<file path="config.mk">
export PLATFORM = sky130hd
export DESIGN_NAME = etapa_decodificacion
export DESIGN_NICKNAME = d
export VERILOG_FILES = /design/src/rtl/pkg_procesador.sv /design/src/rtl/banco_registros.sv /design/src/rtl/etapa_decodificacion.sv
export SDC_FILE = /design/constraint.sdc
export NUM_CORES = 2
export LEC_CHECK = 0
export CAP_MARGIN = 20
export CORE_UTILIZATION = 50
export CTS_CLUSTER_DIAMETER = 60
export DETAILED_ROUTE_END_ITERATION = 8
export PLACE_DENSITY = 0.78
export SLEW_MARGIN = 30
export SYNTH_ARGS = -nofsm -noshare
export SYNTH_HDL_FRONTEND = slang
export SYNTH_SLANG_ARGS = --single-unit
</file>
<file path="constraint.sdc">
create_clock -name clk -period 4.1 [get_ports clk]
set_input_delay 0.615 -clock clk [delete_from_list [all_inputs] [get_ports clk]]
set_output_delay 0.615 -clock clk [all_outputs]
set_load 0.02 [all_outputs]
</file>
<file path="src/rtl/pkg_procesador.sv">
// Shared processor definitions: opcodes, ALU op codes, decode-stage state
// and the decode-to-execute bundle.
package pkg_procesador;

  localparam logic [6:0] OP_R = 7'b0110011;
  localparam logic [6:0] OP_I = 7'b0010011;

  typedef enum logic [3:0] {
    ALU_ADD  = 4'b0000,
    ALU_SLL  = 4'b0001,
    ALU_SLT  = 4'b0010,
    ALU_SLTU = 4'b0011,
    ALU_XOR  = 4'b0100,
    ALU_SRL  = 4'b0101,
    ALU_OR   = 4'b0110,
    ALU_AND  = 4'b0111,
    ALU_SUB  = 4'b1000,
    ALU_SRA  = 4'b1101
  } alu_op_e;

  typedef enum logic {
    VACIA   = 1'b0,
    OCUPADA = 1'b1
  } estado_e;

  typedef struct packed {
    logic [31:0] val_a;
    logic [31:0] val_b;
    alu_op_e     op;
    logic [4:0]  rd;
    logic        esc_reg;
    logic        ilegal;
  } id_ex_t;

endpackage

</file>
<file path="src/rtl/banco_registros.sv">
// 32x32 register bank, x0 hardwired to zero, two async reads, one sync write.
// Same-cycle write bypass enabled by ETAPA_DECODIFICACION_ADELANTO_EN.
module banco_registros (
  input  logic        clk,
  input  logic        rst_n,
  input  logic [4:0]  dir_a,
  input  logic [4:0]  dir_b,
  output logic [31:0] dato_a,
  output logic [31:0] dato_b,
  input  logic        esc_hab,
  input  logic [4:0]  esc_dir,
  input  logic [31:0] esc_dato
);

  logic [31:0] regs_q [32];
  logic [31:0] regs_d [32];
  logic        fwd_a;
  logic        fwd_b;

  always_comb begin
    regs_d = regs_q;
    if (esc_hab && esc_dir != 5'd0)
      regs_d[esc_dir] = esc_dato;
  end

  always_ff @(posedge clk or negedge rst_n) begin
    if (!rst_n)
      regs_q <= '{default: '0};
    else
      regs_q <= regs_d;
  end

`ifdef ETAPA_DECODIFICACION_ADELANTO_EN
  assign fwd_a = esc_hab && (esc_dir == dir_a);
  assign fwd_b = esc_hab && (esc_dir == dir_b);
`else
  assign fwd_a = 1'b0;
  assign fwd_b = 1'b0;
`endif

  assign dato_a = (dir_a == 5'd0) ? '0 :
                  fwd_a ? esc_dato : regs_q[dir_a];
  assign dato_b = (dir_b == 5'd0) ? '0 :
                  fwd_b ? esc_dato : regs_q[dir_b];

endmodule

</file>
<file path="src/rtl/etapa_decodificacion.sv">
// RV32I decode stage for R-type and I-type ALU ops, with stall/flush.
// Optional writeback bypass via ETAPA_DECODIFICACION_ADELANTO_EN.
module etapa_decodificacion
  import pkg_procesador::*;
(
  input  logic        clk,
  input  logic        rst_n,
  input  logic        instr_valida,
  input  logic [31:0] instruccion,
  output logic        instr_lista,
  input  logic        detener,
  input  logic        vaciar,
  input  logic        esc_hab,
  input  logic [4:0]  esc_rd,
  input  logic [31:0] esc_dato,
  output logic [31:0] valA,
  output logic [31:0] valB,
  output logic [3:0]  operacion,
  output logic [4:0]  rd,
  output logic        esc_reg,
  output logic        salida_valida,
  output logic        instr_ilegal
);

  logic [6:0]  opcode;
  logic [2:0]  f3;
  logic [6:0]  f7;
  logic [4:0]  rs1;
  logic [4:0]  rs2;
  logic [4:0]  rd_i;
  logic [31:0] dato_a;
  logic [31:0] dato_b;
  logic        legal;
  logic        shift;
  id_ex_t      dec;
  id_ex_t      sal_d;
  id_ex_t      sal_q;
  estado_e     estado_d;
  estado_e     estado_q;

  assign opcode = instruccion[6:0];
  assign rd_i   = instruccion[11:7];
  assign f3     = instruccion[14:12];
  assign rs1    = instruccion[19:15];
  assign rs2    = instruccion[24:20];
  assign f7     = instruccion[31:25];
  assign shift  = (f3 == 3'b001) || (f3 == 3'b101);

  banco_registros u_banco (
    .clk      (clk),
    .rst_n    (rst_n),
    .dir_a    (rs1),
    .dir_b    (rs2),
    .dato_a   (dato_a),
    .dato_b   (dato_b),
    .esc_hab  (esc_hab),
    .esc_dir  (esc_rd),
    .esc_dato (esc_dato)
  );

  always_comb begin
    dec   = '0;
    legal = 1'b0;
    unique case (1'b1)
      (opcode == OP_R): begin
        legal = (f7 == 7'b0000000) ||
                ((f7 == 7'b0100000) &&
                 ((f3 == 3'b000) || (f3 == 3'b101)));
        dec.val_a = dato_a;
        dec.val_b = dato_b;
        dec.op    = alu_op_e'({f7[5], f3});
      end
      (opcode == OP_I): begin
        legal = !shift || (f7 == 7'b0000000) ||
                (f7 == 7'b0100000);
        dec.val_a = dato_a;
        // shifts take only the 5-bit shamt as operand
        dec.val_b = shift ?
          {27'd0, instruccion[24:20]} :
          {{20{instruccion[31]}}, instruccion[31:20]};
        dec.op = (f3 == 3'b101) ?
          alu_op_e'({instruccion[30], 3'b101}) :
          alu_op_e'({1'b0, f3});
      end
      default: legal = 1'b0;
    endcase
    if (legal) begin
      dec.rd      = rd_i;
      dec.esc_reg = (rd_i != 5'd0);
    end else begin
      dec        = '0;
      dec.ilegal = 1'b1;
    end
  end

  always_comb begin
    estado_d = estado_q;
    sal_d    = sal_q;
    if (vaciar) begin
      estado_d      = VACIA;
      sal_d.esc_reg = 1'b0;
    end else if (detener) begin
      estado_d = estado_q;
    end else if (instr_valida) begin
      estado_d = OCUPADA;
      sal_d    = dec;
    end else begin
      estado_d      = VACIA;
      sal_d.esc_reg = 1'b0;
    end
  end

  always_ff @(posedge clk or negedge rst_n) begin
    if (!rst_n) begin
      estado_q <= VACIA;
      sal_q    <= '0;
    end else begin
      estado_q <= estado_d;
      sal_q    <= sal_d;
    end
  end

  assign instr_lista   = !detener;
  assign valA          = sal_q.val_a;
  assign valB          = sal_q.val_b;
  assign operacion     = sal_q.op;
  assign rd            = sal_q.rd;
  assign esc_reg       = sal_q.esc_reg;
  assign instr_ilegal  = sal_q.ilegal;
  assign salida_valida = (estado_q == OCUPADA);

endmodule

</file>
==> Word level (Yosys, flattened, before mapping) <==
Index checks and enable logic that the tools add are counted.
{ "totals": {"regBits": 1100, "out_inout_bits": 77, "wordCells": 96} }
{ "classes": {"n_lt_le_gt_ge": 4, "n_eq_ne": 6, "muxes": 25, "n_bitwise": 5, "n_reduce_logical": 17} }
{ "ops": {"columns": ["operator", "n"], "rows": [
  ["1024-bit bitwise mux", 1],
  ["32-bit binary-select mux with 5-bit select", 2],
  ["32-bit two-way mux", 8],
  ["32-bit demux with 5-bit select", 1],
  ["68-bit one-hot mux with 2 select lines", 1],
  ["68-bit two-way mux", 1],
  ["6-bit greater-or-equal comparator (second input constant)", 3],
  ["5-bit inverter with 6-bit output", 3],
  ["7-bit by 6-bit equality test with 1-bit output (second input constant)", 2],
  ["5-bit zero test", 2],
  ["5-bit nonzero test", 2],
  ["7-bit by 5-bit equality test with 1-bit output (second input constant)", 1],
  ["7-bit zero test", 1],
  ["1-bit two-way mux", 7],
  ["6-bit by 1-bit less-than comparator with 1-bit output (second input constant)", 1],
  ["6-bit two-way mux", 1],
  ["1-bit logical OR", 5],
  ["4-bit two-way mux", 1],
  ["3-bit by 1-bit equality test with 1-bit output (second input constant)", 1],
  ["3-bit equality test (second input constant)", 1],
  ["1-bit logical AND", 3],
  ["3-bit zero test", 1],
  ["3-bit AND reduction", 1],
  ["1-bit zero test", 2],
  ["4 further kinds", 5]
]} }

==> Depth between registers and ports, before layout <==
{ "depth": {"word_depth": 10, "depth_mapped": 9, "ltp_nobuf": 5} }

==> Cells and area by module <==
A second synthesis with hierarchy kept.
{ "hier_totals": {"cells_unflattened": 3801, "hier_area_um2": 57227.4} }
{ "by_module_without_submodules": {"columns": ["module", "instances", "cells_each", "area_each_um2", "seq_area_each_um2"], "rows": [
  ["banco_registros", 1, 3538, 54120.7, 25624.6],
  ["etapa_decodificacion", 1, 263, 3106.7, 1901.8]
]} }

==> Least setup slack after synthesis <==
No wires, ideal clock.
{ "synth_timing": {"path_kind": "input -> register", "from": "input port instruccion[20]", "to": "register sal_q (netlist bit valB[3])", "setup_time_ns": 0.134, "arrival_ns": 2.283, "required_ns": 3.966, "setup_slack_ns": 1.684, "cell_stages": 8, "n_path_buf": 3, "path_cell_list": "buf_2 -> buf_2 -> buf_2 -> mux2_2 -> o221ai_1 -> a21oi_1 -> a2111oi_0 -> o21ai_0"} }
{ "synth_via": {"elab_chain_cells": 7} }
{ "synth_lines": {"columns": ["element", "line", "source"], "rows": [
  ["start: declaration", "etapa_decodificacion.sv:9", "input logic [31:0] instruccion,"],
  ["5-bit inverter with 6-bit output (implied by the code)", "banco_registros.sv:44", "fwd_b ? esc_dato : regs_q[dir_b];"],
  ["32-bit binary-select mux with 5-bit select", "banco_registros.sv:44", null],
  ["32-bit two-way mux (implied by the code) (2 in series)", "banco_registros.sv:44", null],
  ["32-bit two-way mux *", "banco_registros.sv:43", "assign dato_b = (dir_b == 5'd0) ? '0 :"],
  ["68-bit one-hot mux with 2 select lines *", "etapa_decodificacion.sv:64", "unique case (1'b1)"],
  ["68-bit two-way mux *", "etapa_decodificacion.sv:87", "if (legal) begin"],
  ["end signal: assignment", "etapa_decodificacion.sv:119", "sal_q <= sal_d;"],
  ["end: declaration", "etapa_decodificacion.sv:37", "id_ex_t sal_q;"]
]} }
Every way passes the cells marked *; elsewhere a longest branch is shown, timed or not. The select of a mux whose other input is x is not followed.
A chain may end at the register's enable or synchronous reset.

==> Worst setup path in the final report <==
{ "layout_timing": {"from": "input port instruccion[24]", "to": "register sal_q (netlist bit valB[15])"} }
Same word-level chain as after synthesis.

==> Flow_metrics.wiki <==
{| class="wikitable"
! Metric !! Value
|-
| # rows || 122
|-
| Cell count after synthesis || 3,719
|-
| Initial core utilization || 0.507
|-
| CTS tree || built
|-
| Worst-case reg-to-reg path depth || 4
|-
| Residual antenna-violating net count after detailed routing || 0
|-
| Warnings, synthesis || 0
|-
| Synthesized Nets || between 3,000 and 4,000
|-
| Unrepaired setup endpoints after global routing || false
|-
| Multiplexer share of the synthesized area || 0.415
|-
| Die Height || roughly 340 um
|-
| Wire length of the first global-routing pass || roughly 250 mm
|-
| Antenna violations before repair || 9
|-
| CTS clk-pin slew, worst paths || 0.06 ns
|-
| Average wire per cell in the routed design || 32.1 um
|-
| Total of cells resized after clock tree synthesis || 0
|-
| Drt first-iter violations || approximately 4,400
|-
| FF-to-FF End || valB[15]$_DFFE_PN0P_
|-
| Failing checks || DRC, hold timing
|-
| Arrival time at the worst endpoint || 3.31 ns
|-
| Max cap viols || 0
|-
| Post-placement cell count || 5,097
|-
| Met1 WL || 66.7 mm
|-
| Met3 layer wire length in the routed design || 19.2 mm
|-
| Leakage || 0.0273 uW
|-
| Startpoint class of the critical path || input port
|-
| CTS max path bufs || 3
|-
| Critical path class || in -> reg
|-
| First-pass detailed-route iteration total || 8
|-
| Parity-gate share of the synthesized area counting xor and xnor cells || 0.000155
|-
| Register bit count reported by yosys || 1,100
|-
| Utilization of the core after routing || 0.573
|-
| Area enclosed by the die boundary || 0.114 sq mm
|-
| Storage cell area || around 0.028 sq mm
|-
| Detail Placement HPWL || 99.5 mm
|-
| Area used by multi-input combinational logic || 0.0273 sq mm
|-
| Total setup violations reported at the end of the flow || 0
|-
| Final Skew || 0.0246 ns
|-
| Post-detailed-route via-to-cell ratio || 6.95
|-
| Class of the tightest hold or removal check || in -> async
|-
| Async set-reset flop share out of synthesis || 1.00
|-
| Number of global-route vias before repair || 37,100
|-
| Worst path cell trace || clkdlybuf4s50_1 -> buf_4 -> or3_2 -> buf_12 -> nand2b_1 -> nand4_1 -> a211oi_1 -> o211ai_1
|-
| Root Buffer Master || clkbuf_16
|-
| Synthesized-area fraction occupied by and/or/nand/nor cells || 0.0233
|-
| Pin count of the biggest net entering global routing || 92
|-
| Number of flops mapped to enable cells by yosys || 0
|-
| Worst IR Drop VDD || around 0.36 mV
|-
| Core Box Area || 0.111 sq mm
|-
| Final total negative setup slack || 0 ns
|-
| Max reg flops || 1,024
|-
| Top fanout value on the critical path || 17
|-
| Setup Buffers After CTS || 0
|-
| Filler Cell Count || a little over 8,000
|-
| Net count of the finished layout || around 3,800
|-
| Setup slack of the most critical reg-to-reg path || roughly 1.9 ns
|-
| Area post-placement || roughly 0.06 sq mm
|-
| Share of final-layout standard cells stronger than drive strength 1 || 0.510
|-
| DRC Markers || 2
|-
| Num CTS Buffers || 109
|-
| Area growth from synthesis to final layout || 13.0%
|-
| FMAX || ~360 MHz
|-
| Synth cell types || 56
|-
| Critical path's largest stage delay || 0.71 ns
|-
| Fraction of the mapped netlist area in adder cells || 0
|-
| Count of vias placed by the detailed router || about 37,000
|-
| Setup crit end kind || flop
|-
| Combinational family with the most area after synthesis || multiplexers
|-
| Sum of overflow across all layers after global routing || 0
|-
| Routed Wire Length || roughly 170 mm
|-
| Synth Flop Type || dfrtp_1
|-
| Max H-tree Level || 3
|-
| Die Span X || 338 um
|-
| Required time worst endpoint || 4.66 ns
|-
| Sequential area share after synthesis || 0.488
|-
| Period minus WS final || 2.76 ns
|-
| Routability-driven placement congestion ratio || between 0.8 and 0.9
|-
| Synthesized-area fraction occupied by ao, oa, aoi and oai cells || 0.0418
|-
| Total number of clock tree sinks || approximately 1,100
|-
| Post-synth design cell area || 0.0564 sq mm
|-
| Reg-to-reg startpoint || u_banco.regs_q[527]$_DFFE_PN0P_
|-
| Max-slew headroom || 0.323
|-
| Slowest cell on the critical path || a211oi_1
|-
| Met2 wire length || 77.4 mm
|-
| Clock Latency Late Sink || 0.71 ns
|-
| Status || complete, but fails checks
|-
| Topmost layer with routed signal wires || met5
|-
| Power density over the cells || 478 mW/mm^2
|-
| Largest reg by FF count || u_banco.regs_q
|-
| Global-route total usage across every layer || 0.304
|-
| Final non-filler cell total || 5,301
|-
| Top-Level Pins || between 150 and 200
|-
| Hold buffer count at cts || 0
|-
| Final non-filler cell area || 0.0637 sq mm
|-
| Final critical-path share of the clock period || 0.672
|-
| Port Buffers || 151
|-
| Slew at the pin with the worst max-slew slack || 1.02 ns
|-
| Worst hold slack || -0.0217 ns
|-
| Syn Area/Cell || 15.2 sq um
|-
| Final max-slew violation count || 0
|-
| Final hold violation count || 4
|}
==> metrics by stage <==
| step | total power (uW) | hold WS, ns | setup WS, ns |
|---|---|---|---|
| after floorplan | 18200 | 0.319 | 1.68 |
| after global placement | 19800 | 0.376 | 0.767 |
| after detailed placement | 20100 | 0.382 | 0.739 |
| after CTS | 30500 | 0.000988 | 1.42 |
| after global routing | 31600 | 0.0302 | 1.29 |
| final | 30500 | -0.0217 | 1.34 |
==> worst max path at each step <==
| stage | slack [ns] | startpoint | depth (start not counted) | to |
|---|---|---|---|---|
| 2_1_floorplan | 1.68 | instruccion[20] | 8 | valB[3]$_DFFE_PN0P_ |
| 3_3_place_gp | 0.77 | esc_rd[3] | 6 | u_banco.regs_q[615]$_DFFE_PN0P_ |
| 3_5_place_dp | 0.74 | esc_rd[3] | 6 | u_banco.regs_q[615]$_DFFE_PN0P_ |
| 4_1_cts | 1.42 | valA[14]$_DFFE_PN0P_ | 1 | valA[14] |
| 5_1_grt | 1.29 | esc_rd[0] | 6 | u_banco.regs_q[340]$_DFFE_PN0P_ |
| 6_report | 1.34 | instruccion[24] | 8 | valB[15]$_DFFE_PN0P_ |
==> synth_stat cells (all sizes together) (28+ instances only) <==
cell | instances | area [sq um]
clkbuf | 251 | 945
a22oi | 104 | 781
dfrtp | 1100 | 27500
a211oi | 32 | 240
nand2 | 125 | 469
nor2 | 28 | 105
buf | 174 | 846
o22ai | 76 | 475
mux2 | 1001 | 11300
a21oi | 55 | 275
mux2i | 73 | 731
mux4 | 506 | 11400
o21ai | 31 | 155
==> cells in the final DEF, fill, tap and decap left out, drive strengths merged, types with 23 or more instances in the layout <==
master            n
a211oi           32
a21oi            55
a22oi           104
buf             204
clkbuf          167
clkdlybuf4s50   111
clkinv           24
dfrtp          1100
mux2           1001
mux2i            73
mux4            506
nand2           125
nand3            25
nand4            23
nor2             28
o21ai            31
o22ai            76
==> metal layers <==
layer | up-vias | GRT usage
met3 | 416 | 0.0841
met1 | 19700 | 0.427
met5 | - | 0
met4 | 16 | 0.115
met2 | 2244 | 0.454
li1 | 14400 | -
==> critical path, delay by kind of cell <==
| family | cells | cell delay [ns] |
|---|---|---|
| AO/OA/AOI/OAI | 2 | 0.85 |
| AND/OR/NAND/NOR | 3 | 0.77 |
| buffers and inverters | 3 | 1.05 |
==> cell type report <==
type / instances / area share
Antenna cell: 3 / 0.000118
Clock buffer: 167 / 0.0527
Clock inverter: 34 / 0.00609
Inverter: 3 / 0.000177
Multi-Input combinational cell: 2191 / 0.428
Sequential cell: 1100 / 0.432
Tap cell: 1488 / 0.0292
Timing Repair Buffer: 315 / 0.0517
==> report_power, final <==
part / internal (uW) / switching (uW) / leakage, uW
Combinational: 3530 / 2290 / 0.0112
Sequential: 12800 / 1400 / 0.0142
Clock: 6070 / 4390 / 0.00186
==> cell families after synthesis <==
kind of cell | Yosys count
AND/OR/NAND/NOR | 264
XOR/XNOR | 1
flip-flops | 1100
buffers and inverters | 428
AO/OA/AOI/OAI | 346
multiplexers | 1580
No activity file was read; power rests on OpenSTA's default activity.
